<file path="config.mk">
export PLATFORM = sky130hd
export DESIGN_NAME = mem_bus_arbiter_flat
export DESIGN_NICKNAME = d
export VERILOG_FILES = /design/src/rtl/cpu_bus_pkg.sv /design/src/rtl/mem_bus_arbiter_if.sv /design/src/rtl/bus_timeout_cnt.sv /design/src/rtl/mem_bus_arbiter.sv /design/src/flat_wrapper.sv
export SDC_FILE = /design/constraint.sdc
export NUM_CORES = 1
export LEC_CHECK = 0
export BUFFER_PORTS_ARGS = -buffer_cell sky130_fd_sc_hd__buf_2
export CORE_MARGIN = 4
export CORE_UTILIZATION = 45
export DETAILED_ROUTE_END_ITERATION = 10
export PLACE_DENSITY = 0.78
export SYNTH_ARGS = -nofsm -noshare
export SYNTH_HDL_FRONTEND = slang
export SYNTH_SLANG_ARGS = --single-unit
</file>
<file path="constraint.sdc">
create_clock -name clk -period 2.84 [get_ports clk]
set_clock_uncertainty 0.05 [all_clocks]
set_input_delay 0.568 -clock clk [delete_from_list [all_inputs] [get_ports clk]]
set_output_delay 0.568 -clock clk [all_outputs]
set_load 0.02 [all_outputs]
</file>
<file path="src/rtl/cpu_bus_pkg.sv">
`default_nettype none
// ============================================================================
//  Package   : cpu_bus_pkg
//  Purpose   : Shared types and constants for the CPU memory-bus arbiter.
//  Revision  : 1.0 - initial release
// ============================================================================
package cpu_bus_pkg;

    // Arbiter ownership / phase of the shared memory bus
    typedef enum logic [1:0] {
        IDLE = 2'd0,
        INST = 2'd1,
        DATA = 2'd2,
        RESP = 2'd3
    } arb_state_t;

    // Word returned to the requester when the bus never acknowledges
    localparam logic [31:0] BUS_ERR_DATA    = 32'hDEAD_BEEF;

    // Default ack wait limit and the width of the wait counter
    localparam int          DEFAULT_TIMEOUT = 255;
    localparam int          TMO_CNT_W       = 8;

endpackage : cpu_bus_pkg
`default_nettype wire

</file>
<file path="src/rtl/mem_bus_arbiter_if.sv">
`default_nettype none
// ============================================================================
//  Interface : mem_bus_arbiter_if
//  Purpose   : Fetch port, data port, memory bus and stall signals of the
//              memory-bus arbiter. "master" is the arbiter's view (it masters
//              the memory bus); "slave" is the environment's view (core ports
//              and the external memory/bridge).
//  Revision  : 1.0 - initial release
// ============================================================================
interface mem_bus_arbiter_if #(
    parameter int ADDR_W = 32,
    parameter int DATA_W = 32
);
    // Fetch port
    logic                  inst_req;
    logic [ADDR_W-1:0]     inst_addr;
    logic [DATA_W-1:0]     inst_rdata;
    logic                  inst_ready;
    // Data port
    logic                  data_req;
    logic                  data_wr;
    logic [DATA_W/8-1:0]   data_be;
    logic [ADDR_W-1:0]     data_addr;
    logic [DATA_W-1:0]     data_wdata;
    logic [DATA_W-1:0]     data_rdata;
    logic                  data_ready;
    // Memory bus
    logic                  mem_req;
    logic                  mem_wr;
    logic [DATA_W/8-1:0]   mem_be;
    logic [ADDR_W-1:0]     mem_addr;
    logic [DATA_W-1:0]     mem_wdata;
    logic [DATA_W-1:0]     mem_rdata;
    logic                  mem_ack;
    // Hazard feedback
    logic                  stall_inst;
    logic                  stall_data;
    logic                  bus_err;

    modport master (
        input  inst_req, inst_addr,
        output inst_rdata, inst_ready,
        input  data_req, data_wr, data_be, data_addr, data_wdata,
        output data_rdata, data_ready,
        output mem_req, mem_wr, mem_be, mem_addr, mem_wdata,
        input  mem_rdata, mem_ack,
        output stall_inst, stall_data, bus_err
    );

    modport slave (
        output inst_req, inst_addr,
        input  inst_rdata, inst_ready,
        output data_req, data_wr, data_be, data_addr, data_wdata,
        input  data_rdata, data_ready,
        input  mem_req, mem_wr, mem_be, mem_addr, mem_wdata,
        output mem_rdata, mem_ack,
        input  stall_inst, stall_data, bus_err
    );

endinterface : mem_bus_arbiter_if
`default_nettype wire

</file>
<file path="src/rtl/bus_timeout_cnt.sv">
`default_nettype none
// ============================================================================
//  Module    : bus_timeout_cnt
//  Purpose   : 8-bit ack-wait counter with clear, enable and saturation at
//              MAX; done is high while the count equals MAX.
//  Revision  : 1.0 - initial release
// ============================================================================
module bus_timeout_cnt
    import cpu_bus_pkg::*;
#(
    parameter int MAX = DEFAULT_TIMEOUT
) (
    input  wire logic clk,
    input  wire logic rst,
    input  wire logic clr,
    input  wire logic en,
    output logic      done
);

    localparam logic [TMO_CNT_W-1:0] MAX_C = TMO_CNT_W'(MAX);

    logic [TMO_CNT_W-1:0] cnt_q;
    logic [TMO_CNT_W-1:0] cnt_d;

    // Next count: clear wins, otherwise count up and hold at MAX
    always_comb begin
        cnt_d = cnt_q;
        if (clr) begin
            cnt_d = '0;
        end else if (en && (cnt_q != MAX_C)) begin
            cnt_d = cnt_q + TMO_CNT_W'(1);
        end
    end

    // Count register
    always_ff @(posedge clk) begin
        if (rst) begin
            cnt_q <= '0;
        end else begin
            cnt_q <= cnt_d;
        end
    end

    assign done = (cnt_q == MAX_C);

endmodule : bus_timeout_cnt
`default_nettype wire

</file>
<file path="src/rtl/mem_bus_arbiter.sv">
`default_nettype none
// ============================================================================
//  Module    : mem_bus_arbiter
//  Purpose   : Shares one multi-cycle memory bus between the fetch port and
//              the MEM-stage data port. Data has fixed priority because the
//              MEM stage holds the older instruction. Bus signals are
//              registered and latched at grant; readies pulse for one cycle.
//  Revision  : 1.0 - initial release
// ============================================================================
module mem_bus_arbiter
    import cpu_bus_pkg::*;
#(
    parameter int ADDR_W  = 32,
    parameter int DATA_W  = 32,
    parameter int TIMEOUT = DEFAULT_TIMEOUT
) (
    input  wire logic          clk,
    input  wire logic          rst,
    mem_bus_arbiter_if.master  bus
);

    localparam int BE_W = DATA_W / 8;

    arb_state_t          state_q,      state_d;
    logic                mem_req_q,    mem_req_d;
    logic                mem_wr_q,     mem_wr_d;
    logic [BE_W-1:0]     mem_be_q,     mem_be_d;
    logic [ADDR_W-1:0]   mem_addr_q,   mem_addr_d;
    logic [DATA_W-1:0]   mem_wdata_q,  mem_wdata_d;
    logic                inst_ready_q, inst_ready_d;
    logic                data_ready_q, data_ready_d;
    logic [DATA_W-1:0]   inst_rdata_q, inst_rdata_d;
    logic [DATA_W-1:0]   data_rdata_q, data_rdata_d;
    logic                bus_err_q,    bus_err_d;
    logic                cnt_clr;
    logic                cnt_en;
    logic                cnt_done;

    bus_timeout_cnt #(
        .MAX (TIMEOUT)
    ) u_tmo (
        .clk  (clk),
        .rst  (rst),
        .clr  (cnt_clr),
        .en   (cnt_en),
        .done (cnt_done)
    );

    // Arbitration FSM next state and next values of all registered outputs
    always_comb begin
        state_d      = state_q;
        mem_req_d    = mem_req_q;
        mem_wr_d     = mem_wr_q;
        mem_be_d     = mem_be_q;
        mem_addr_d   = mem_addr_q;
        mem_wdata_d  = mem_wdata_q;
        inst_rdata_d = inst_rdata_q;
        data_rdata_d = data_rdata_q;
        bus_err_d    = bus_err_q;
        inst_ready_d = 1'b0;
        data_ready_d = 1'b0;
        cnt_clr      = 1'b0;
        cnt_en       = 1'b0;

        unique case (state_q)
            IDLE: begin
                // Data first: the MEM-stage instruction is older than fetch
                if (bus.data_req) begin
                    state_d     = DATA;
                    mem_req_d   = 1'b1;
                    mem_wr_d    = bus.data_wr;
                    mem_be_d    = bus.data_wr ? bus.data_be : {BE_W{1'b1}};
                    mem_addr_d  = bus.data_addr;
                    mem_wdata_d = bus.data_wdata;
                    cnt_clr     = 1'b1;
                end else if (bus.inst_req) begin
                    state_d     = INST;
                    mem_req_d   = 1'b1;
                    mem_wr_d    = 1'b0;
                    mem_be_d    = {BE_W{1'b1}};
                    mem_addr_d  = bus.inst_addr;
                    cnt_clr     = 1'b1;
                end
            end
            INST, DATA: begin
                cnt_en = 1'b1;
                if (bus.mem_ack) begin
                    state_d   = RESP;
                    mem_req_d = 1'b0;
                    if (state_q == INST) begin
                        inst_rdata_d = bus.mem_rdata;
                        inst_ready_d = 1'b1;
                    end else begin
                        // Writes leave the previous read word visible
                        if (!mem_wr_q) begin
                            data_rdata_d = bus.mem_rdata;
                        end
                        data_ready_d = 1'b1;
                    end
                end else if (cnt_done) begin
                    state_d   = RESP;
                    mem_req_d = 1'b0;
                    bus_err_d = 1'b1;
                    if (state_q == INST) begin
                        inst_rdata_d = DATA_W'(BUS_ERR_DATA);
                        inst_ready_d = 1'b1;
                    end else begin
                        data_rdata_d = DATA_W'(BUS_ERR_DATA);
                        data_ready_d = 1'b1;
                    end
                end
            end
            RESP: begin
                // Ready is high this cycle; no grant until the next IDLE
                state_d = IDLE;
            end
            default: begin
                state_d = IDLE;
            end
        endcase
    end

    // State and output registers
    always_ff @(posedge clk) begin
        if (rst) begin
            state_q      <= IDLE;
            mem_req_q    <= 1'b0;
            mem_wr_q     <= 1'b0;
            mem_be_q     <= '0;
            mem_addr_q   <= '0;
            mem_wdata_q  <= '0;
            inst_ready_q <= 1'b0;
            data_ready_q <= 1'b0;
            inst_rdata_q <= '0;
            data_rdata_q <= '0;
            bus_err_q    <= 1'b0;
        end else begin
            state_q      <= state_d;
            mem_req_q    <= mem_req_d;
            mem_wr_q     <= mem_wr_d;
            mem_be_q     <= mem_be_d;
            mem_addr_q   <= mem_addr_d;
            mem_wdata_q  <= mem_wdata_d;
            inst_ready_q <= inst_ready_d;
            data_ready_q <= data_ready_d;
            inst_rdata_q <= inst_rdata_d;
            data_rdata_q <= data_rdata_d;
            bus_err_q    <= bus_err_d;
        end
    end

    assign bus.mem_req    = mem_req_q;
    assign bus.mem_wr     = mem_wr_q;
    assign bus.mem_be     = mem_be_q;
    assign bus.mem_addr   = mem_addr_q;
    assign bus.mem_wdata  = mem_wdata_q;
    assign bus.inst_ready = inst_ready_q;
    assign bus.data_ready = data_ready_q;
    assign bus.inst_rdata = inst_rdata_q;
    assign bus.data_rdata = data_rdata_q;
    assign bus.bus_err    = bus_err_q;
    assign bus.stall_inst = bus.inst_req & ~inst_ready_q;
    assign bus.stall_data = bus.data_req & ~data_ready_q;

endmodule : mem_bus_arbiter
`default_nettype wire

</file>
<file path="src/flat_wrapper.sv">
// flat-port wrapper written by rule: the top's interface ports become plain ports
module mem_bus_arbiter_flat import cpu_bus_pkg::*;
#(
    parameter int ADDR_W  = 32,
    parameter int DATA_W  = 32,
    parameter int TIMEOUT = DEFAULT_TIMEOUT
)
  (clk, rst, bus_inst_req, bus_inst_addr, bus_inst_rdata, bus_inst_ready, bus_data_req, bus_data_wr, bus_data_be, bus_data_addr, bus_data_wdata, bus_data_rdata, bus_data_ready, bus_mem_req, bus_mem_wr, bus_mem_be, bus_mem_addr, bus_mem_wdata, bus_mem_rdata, bus_mem_ack, bus_stall_inst, bus_stall_data, bus_bus_err);
  mem_bus_arbiter_if #(.ADDR_W(ADDR_W), .DATA_W(DATA_W)) bus_i ();
  input  wire logic clk;
  input  wire logic rst;
  input wire logic [$bits(bus_i.inst_req)-1:0] bus_inst_req;
  input wire logic [$bits(bus_i.inst_addr)-1:0] bus_inst_addr;
  output wire logic [$bits(bus_i.inst_rdata)-1:0] bus_inst_rdata;
  output wire logic [$bits(bus_i.inst_ready)-1:0] bus_inst_ready;
  input wire logic [$bits(bus_i.data_req)-1:0] bus_data_req;
  input wire logic [$bits(bus_i.data_wr)-1:0] bus_data_wr;
  input wire logic [$bits(bus_i.data_be)-1:0] bus_data_be;
  input wire logic [$bits(bus_i.data_addr)-1:0] bus_data_addr;
  input wire logic [$bits(bus_i.data_wdata)-1:0] bus_data_wdata;
  output wire logic [$bits(bus_i.data_rdata)-1:0] bus_data_rdata;
  output wire logic [$bits(bus_i.data_ready)-1:0] bus_data_ready;
  output wire logic [$bits(bus_i.mem_req)-1:0] bus_mem_req;
  output wire logic [$bits(bus_i.mem_wr)-1:0] bus_mem_wr;
  output wire logic [$bits(bus_i.mem_be)-1:0] bus_mem_be;
  output wire logic [$bits(bus_i.mem_addr)-1:0] bus_mem_addr;
  output wire logic [$bits(bus_i.mem_wdata)-1:0] bus_mem_wdata;
  input wire logic [$bits(bus_i.mem_rdata)-1:0] bus_mem_rdata;
  input wire logic [$bits(bus_i.mem_ack)-1:0] bus_mem_ack;
  output wire logic [$bits(bus_i.stall_inst)-1:0] bus_stall_inst;
  output wire logic [$bits(bus_i.stall_data)-1:0] bus_stall_data;
  output wire logic [$bits(bus_i.bus_err)-1:0] bus_bus_err;
  assign bus_i.inst_req = bus_inst_req;
  assign bus_i.inst_addr = bus_inst_addr;
  assign bus_inst_rdata = bus_i.inst_rdata;
  assign bus_inst_ready = bus_i.inst_ready;
  assign bus_i.data_req = bus_data_req;
  assign bus_i.data_wr = bus_data_wr;
  assign bus_i.data_be = bus_data_be;
  assign bus_i.data_addr = bus_data_addr;
  assign bus_i.data_wdata = bus_data_wdata;
  assign bus_data_rdata = bus_i.data_rdata;
  assign bus_data_ready = bus_i.data_ready;
  assign bus_mem_req = bus_i.mem_req;
  assign bus_mem_wr = bus_i.mem_wr;
  assign bus_mem_be = bus_i.mem_be;
  assign bus_mem_addr = bus_i.mem_addr;
  assign bus_mem_wdata = bus_i.mem_wdata;
  assign bus_i.mem_rdata = bus_mem_rdata;
  assign bus_i.mem_ack = bus_mem_ack;
  assign bus_stall_inst = bus_i.stall_inst;
  assign bus_stall_data = bus_i.stall_data;
  assign bus_bus_err = bus_i.bus_err;
  mem_bus_arbiter #(.ADDR_W(ADDR_W), .DATA_W(DATA_W), .TIMEOUT(TIMEOUT)) u_core (.clk(clk), .rst(rst), .bus(bus_i));
endmodule
</file>
Word level (Yosys, flattened, before mapping)

Cells that the tools add are included.

Bits in registers: 147
Input bits: 138
Output and inout port bits: 139

Add/subtract/negate cells: 1
Eq/ne operators: 8
Mux-type cells: 36
Bitwise operators: 7
Reduce and logical (&&, ||, !) cells: 15

Operator list:

| operator                                                                | number |
|---|---|
| 32-bit 2-to-1 mux                                                       | 11 |
| 1-bit 2-to-1 mux                                                        | 16 |
| 4-bit 2-to-1 mux                                                        | 3 |
| 3-bit AND reduction                                                     | 3 |
| 8-bit by 1-bit adder with 8-bit output, second input constant           | 1 |
| 8-bit == test, second input constant                                    | 1 |
| 2-bit 2-to-1 mux                                                        | 4 |
| 8-bit inequality test, second input constant                            | 1 |
| 2-bit one-hot mux with 3 select lines                                   | 1 |
| 2-bit AND reduction                                                     | 3 |
| 2-bit nonzero test                                                      | 3 |
| 2-bit OR reduction                                                      | 3 |
| 1-bit NOT                                                               | 5 |
| 2-bit == test, second input constant                                    | 2 |
| 4-bit AND reduction                                                     | 1 |
| 3-bit by 2-bit inequality test with 1-bit output, second input constant | 1 |
| 3-bit inequality test, second input constant                            | 1 |
| 1-bit bitwise AND                                                       | 2 |
| 2-bit by 1-bit == test with 1-bit output, second input constant         | 1 |
| 2-bit logical NOT                                                       | 1 |
| 2-bit inequality test, second input constant                            | 1 |
| 1-bit one-hot mux with 2 select lines                                   | 1 |
| 1-bit logical AND                                                       | 1 |

Logic depth before layout (Yosys ltp)

Word-level depth: 4
Gate-level depth with buffers: 8

By module

From an unflattened synthesis, not the netlist that was laid out.

Cells, all modules: 668
Area total of the unflattened synthesis: 6164.7 um2

By module, submodules not included:

| module          | instances | cells an instance | area each (um2) |
|---|---|---|---|
| mem_bus_arbiter | 1         | 623               | 5739.3 |
| bus_timeout_cnt | 1         | 45                | 425.4 |

Worst setup path after synthesis

Ideal clock, no wire load.

Path type: in2out
From: in bus_data_req
To: out bus_stall_data
Arrival: 1.270 ns
Required time: 2.222 ns
Path slack: 0.952 ns
Stages on the path: 3
Path buffers: 2
Path through: buf_4 -> buf_4 -> nor2b_1

Cells in the longest elaborated chain, start to end: 1

Ends and longest elaborated chain:

| element           | RTL line               | source |
|---|---|---|
| from (decl)       | flat_wrapper.sv:16     | `input wire logic [$bits(bus_i.data_req)-1:0] bus_data_req;` |
| 1-bit bitwise AND | mem_bus_arbiter.sv:163 | `assign bus.stall_data = bus.data_req & ~data_ready_q;` |
| to (decl)         | flat_wrapper.sv:31     | `output wire logic [$bits(bus_i.stall_data)-1:0] bus_stall_data;` |

Every way passes these cells.

Worst setup path in the final report

From: reg u_core.state_q[0]
To: reg u_core.inst_rdata_q[19], in the netlist u_core.bus.inst_rdata[19]

Cells in the longest elaborated chain, start to end: 3

Ends and longest elaborated chain:

| element                                                                          | RTL line                                                             | source |
|---|---|---|
| from (decl)                                                                      | mem_bus_arbiter.sv:24                                                | `arb_state_t state_q, state_d;` |
| from (signal assigned)                                                           | mem_bus_arbiter.sv:138                                               | `state_q <= state_d;` |
| 2-bit by 1-bit == test with 1-bit output / 2-bit == test (equally long branches) | mem_bus_arbiter.sv:65, mem_bus_arbiter.sv:90, mem_bus_arbiter.sv:104 |  |
| 2-bit OR reduction                                                               | mem_bus_arbiter.sv:65                                                | `unique case (state_q)` |
| 3-bit AND reduction (no line) *                                                  | --                                                                   |  |
| to (signal assigned)                                                             | mem_bus_arbiter.sv:146                                               | `inst_rdata_q <= inst_rdata_d;` |
| to (decl)                                                                        | mem_bus_arbiter.sv:32                                                | `logic [DATA_W-1:0] inst_rdata_q, inst_rdata_d;` |

Mark *: on every way between the ends. The rest lies on a longest branch, timed or not.
A chain may end at the register's enable or synchronous reset.

==> flow_summary_export.csv <==
group,metric,value,unit
floorplan,die_y,122,um
timing,setup_violations,0,
critical_path,worst-path-buf-inv,1,
yosys,postSynthRegisterBits,147,
job,cap_violations,0,
critical_path,crit_family,"simple AND/OR/NAND/NOR gates",
cts,cts_tree,"yes",
global_route,antenna_found_initial,1,
place,dp_hpwl,11900,um
cts,clk_pin_slew,0.06,ns
place,place.gp.congestion,0.795,
layout,syn_to_final_growth,35.0,%
timing,setup_tns,0,ns
global_route,grt_max_degree,66,
routing,viasPerCell,5.07,
critical_path,cp_max_fo,24,
global_route,use_met2,0.355,
floorplan,rows,41,
routing,first_iter_violations,376,
yosys,ys_seq_area_frac,0.507,
routing,avgRoutedWirePerCell,15.4,um
timing,max_slew.worst_pin.slew,0.675,ns
global_route,overflow,0,
cts,h-tree-depth,4,
yosys,avgSynthCellArea,9.64,um2
cts,clkLatencyLatePin,0.41,ns
cts,post_cts_resized,0,
global_route,use_met3,0.0682,
cts,root_buffer,"clkbuf_16",
worst_hold_path,hold_path_class,"input port to flip-flop",
yosys,syn_inst,602,
yosys,synth_edf_count,0,
timing,max_freq,469,MHz
routing,routed_wl,16100,um
layout,n_antenna_cell,0,
global_route,grt_use_met1,0.255,
floorplan,die_area,0.0148,mm2
floorplan,io_pins,277,
routing,dr.pass1.iters,5,
global_route,grt_pass1_wl,25000,um
cts,ctsLongestPathBuffers,2,
yosys,netlist_area,0.00581,mm2
cts,ctsHoldBuffers,0,
critical_path,cp.required,3.13,ns
yosys,syn-num-nets,744,
cts,cts.sinks,147,
floorplan,start_util,0.460,
timing,max-slew-margin-rel,0.550,
layout,final_cells,1044,
critical_path,worstSetupPathType,"flip-flop to flip-flop",
place,dp_cells,1013,
pwr,irDropWorstVdd,0.523,mV
floorplan,dieWidth,122,um
timing,final_hold_viol_count,0,
layout,finalNetCount,1002,
pwr,p_per_area,985,mW/mm2
critical_path,path_cells,"inv_1 -> ha_1 -> nand2_1 -> nor2_4 -> o221a_1",
global_route,top_usage_layer,"met2",
critical_path,critPathMaxStageDelay,0.54,ns
critical_path,cp-start-kind,"flip-flop",
yosys,ys_async_sr_fraction,0,
pwr,p_leak,0.00368,uW
yosys,ys.flop_type,"dfxtp_1",
layout,layout-drive-gt1-share,0.412,
timing,rsz0062_at_grt,"false",
floorplan,core,0.0126,mm2
pwr,p_total,7720,uW
yosys,ys_types,52,
place,port_buffers,276,
routing,drc_errors,0,
timing,maxSlewViolCount,0,
routing,dr_total_vias,5293,
yosys,synth_warnings,0,
critical_path,endpoint_kind,"flip-flop",
routing,final_antenna_net_count,0,
cts,cts_buffers,17,
global_route,first_global_vias,4996,
timing,period_share,0.752,
cts,post_cts_buffers,0,
run_status,status,"finished, final reports clean",
critical_path,crit_arrival,2.43,ns
critical_path,critPathSlowestCell,"nor2_4",
global_route,track_usage,0.212,
timing,min_period,2.13,ns
-- Yosys cell counts, types with 4 or more instances --
cell,instances,area (um2)
dfxtp_1,147,2940
nand2_1,79,297
nor2_1,69,259
a21oi_1,46,230
a211oi_1,34,255
mux2i_1,34,340
inv_1,27,101
a211oi_2,24,300
o221a_1,20,225
clkbuf_1,19,71.3
buf_2,12,60.1
o21ai_0,10,50.1
buf_6,6,67.6
buf_1,5,18.8
a32o_1,4,40.0
a32o_2,4,45.0
buf_4,4,30.0
ha_1,4,50.1
nand4_1,4,25.0
nor2b_1,4,25.0
o221a_2,4,45.0
-- placed cells by master (no fill, tap or decap), types with 4 or more instances in the layout --
master | netlist | layout
buf_2 | 12 | 275
dfxtp_1 | 147 | 147
nand2_1 | 79 | 79
nor2_1 | 69 | 69
a21oi_1 | 46 | 46
mux2i_1 | 34 | 34
a211oi_1 | 34 | 34
inv_1 | 27 | 27
a211oi_2 | 24 | 24
o221a_1 | 20 | 20
clkbuf_16 | 0 | 17
o21ai_0 | 10 | 10
buf_4 | 4 | 9
nor2b_1 | 4 | 4
nand4_1 | 4 | 4
a32o_2 | 4 | 4
a32o_1 | 4 | 4
o221a_2 | 4 | 4
ha_1 | 4 | 4
clkinv_2 | 0 | 4
-- logic make-up (layout without fill, tap and decap cells) --
kind of cell             after synthesis  count (layout)  synth area share
multiplexers                          34              34            0.0586
AND/OR/NAND/NOR                      178             178             0.132
AO/OA/AOI/OAI                        160             160             0.225
flip-flops                           147             147             0.507
XOR/XNOR                               4               4           0.00604
adder cells (fa/ha/maj)                4               4           0.00862
buffers and inverters                 75             345            0.0631
-- worst register-to-register path, delay by kind of cell, from the launching register on --
kind / cells / cell delay (ns)
fa+ha+maj: 1 / 0.49
compound gates: 1 / 0.31
flops: 1 / 0.34
simple gates: 2 / 0.82
buf+inv: 1 / 0.07
-- worst paths after layout --
check	start	endpoint	slack (ns)	depth (start not counted)
worst max-delay path	u_core.state_q[0]	u_core.bus.inst_rdata[19]	0.71	5
worst min-delay path	bus_mem_rdata[29]	u_core.bus.data_rdata[29]	0.34	2
worst max register to register	u_core.state_q[0]	u_core.bus.inst_rdata[19]	0.71	5
worst min register to register	u_core.bus.mem_wdata[25]	u_core.bus.mem_wdata[25]	0.40	2
-- power by group --
group	switching [uW]	total, uW	internal (uW)
Combinational	1780	2760	984
Sequential	234	2780	2540
Clock	842	2180	1340
Total	2860	7720	4860
-- sequential cells by signal (all words and copies together), names as in the netlist --
signal and flops:
u_core.bus.data_rdata 32, u_core.bus.inst_rdata 32, u_core.bus.mem_addr 32, u_core.bus.mem_wdata 32, u_core.u_tmo.cnt_q 8, u_core.bus.mem_be 4
u_core.state_q 2, u_core.bus.bus_err 1, u_core.bus.data_ready 1, u_core.bus.inst_ready 1, u_core.bus.mem_req 1, u_core.bus.mem_wr 1
-- metal layers --
| layer | share of wire | up-vias |
|---|---|---|
| met5 | 0.00044 | - |
| met4 | 0.024 | 2 |
| met3 | 0.094 | 28 |
| met2 | 0.48 | 245 |
| met1 | 0.40 | 2376 |
| li1 | - | 2642 |
-- through the flow --
stage                     setup WS [ns]  cell area [um2]  hold WS, ns   util
final                             0.706             7840        0.336  0.621
after global routing              0.518             7840        0.322  0.621
after CTS                         0.705             7840        0.318  0.621
after detailed placement          0.744             7250        0.394  0.575
after global placement            0.774             7250        0.389  0.575
after floorplan                   0.952             5810        0.434      -
-- final cells by class --
cell class,instances,area (um2)
Tap cell,172,215
Multi-Input combinational cell,380,2500
Sequential cell,147,2940
Fill cell,1109,4780
Clock buffer,19,453
Timing Repair Buffer,286,1480
Inverter,28,105
Clock inverter,12,130
Note: power is estimated with default switching activity, not from simulation.
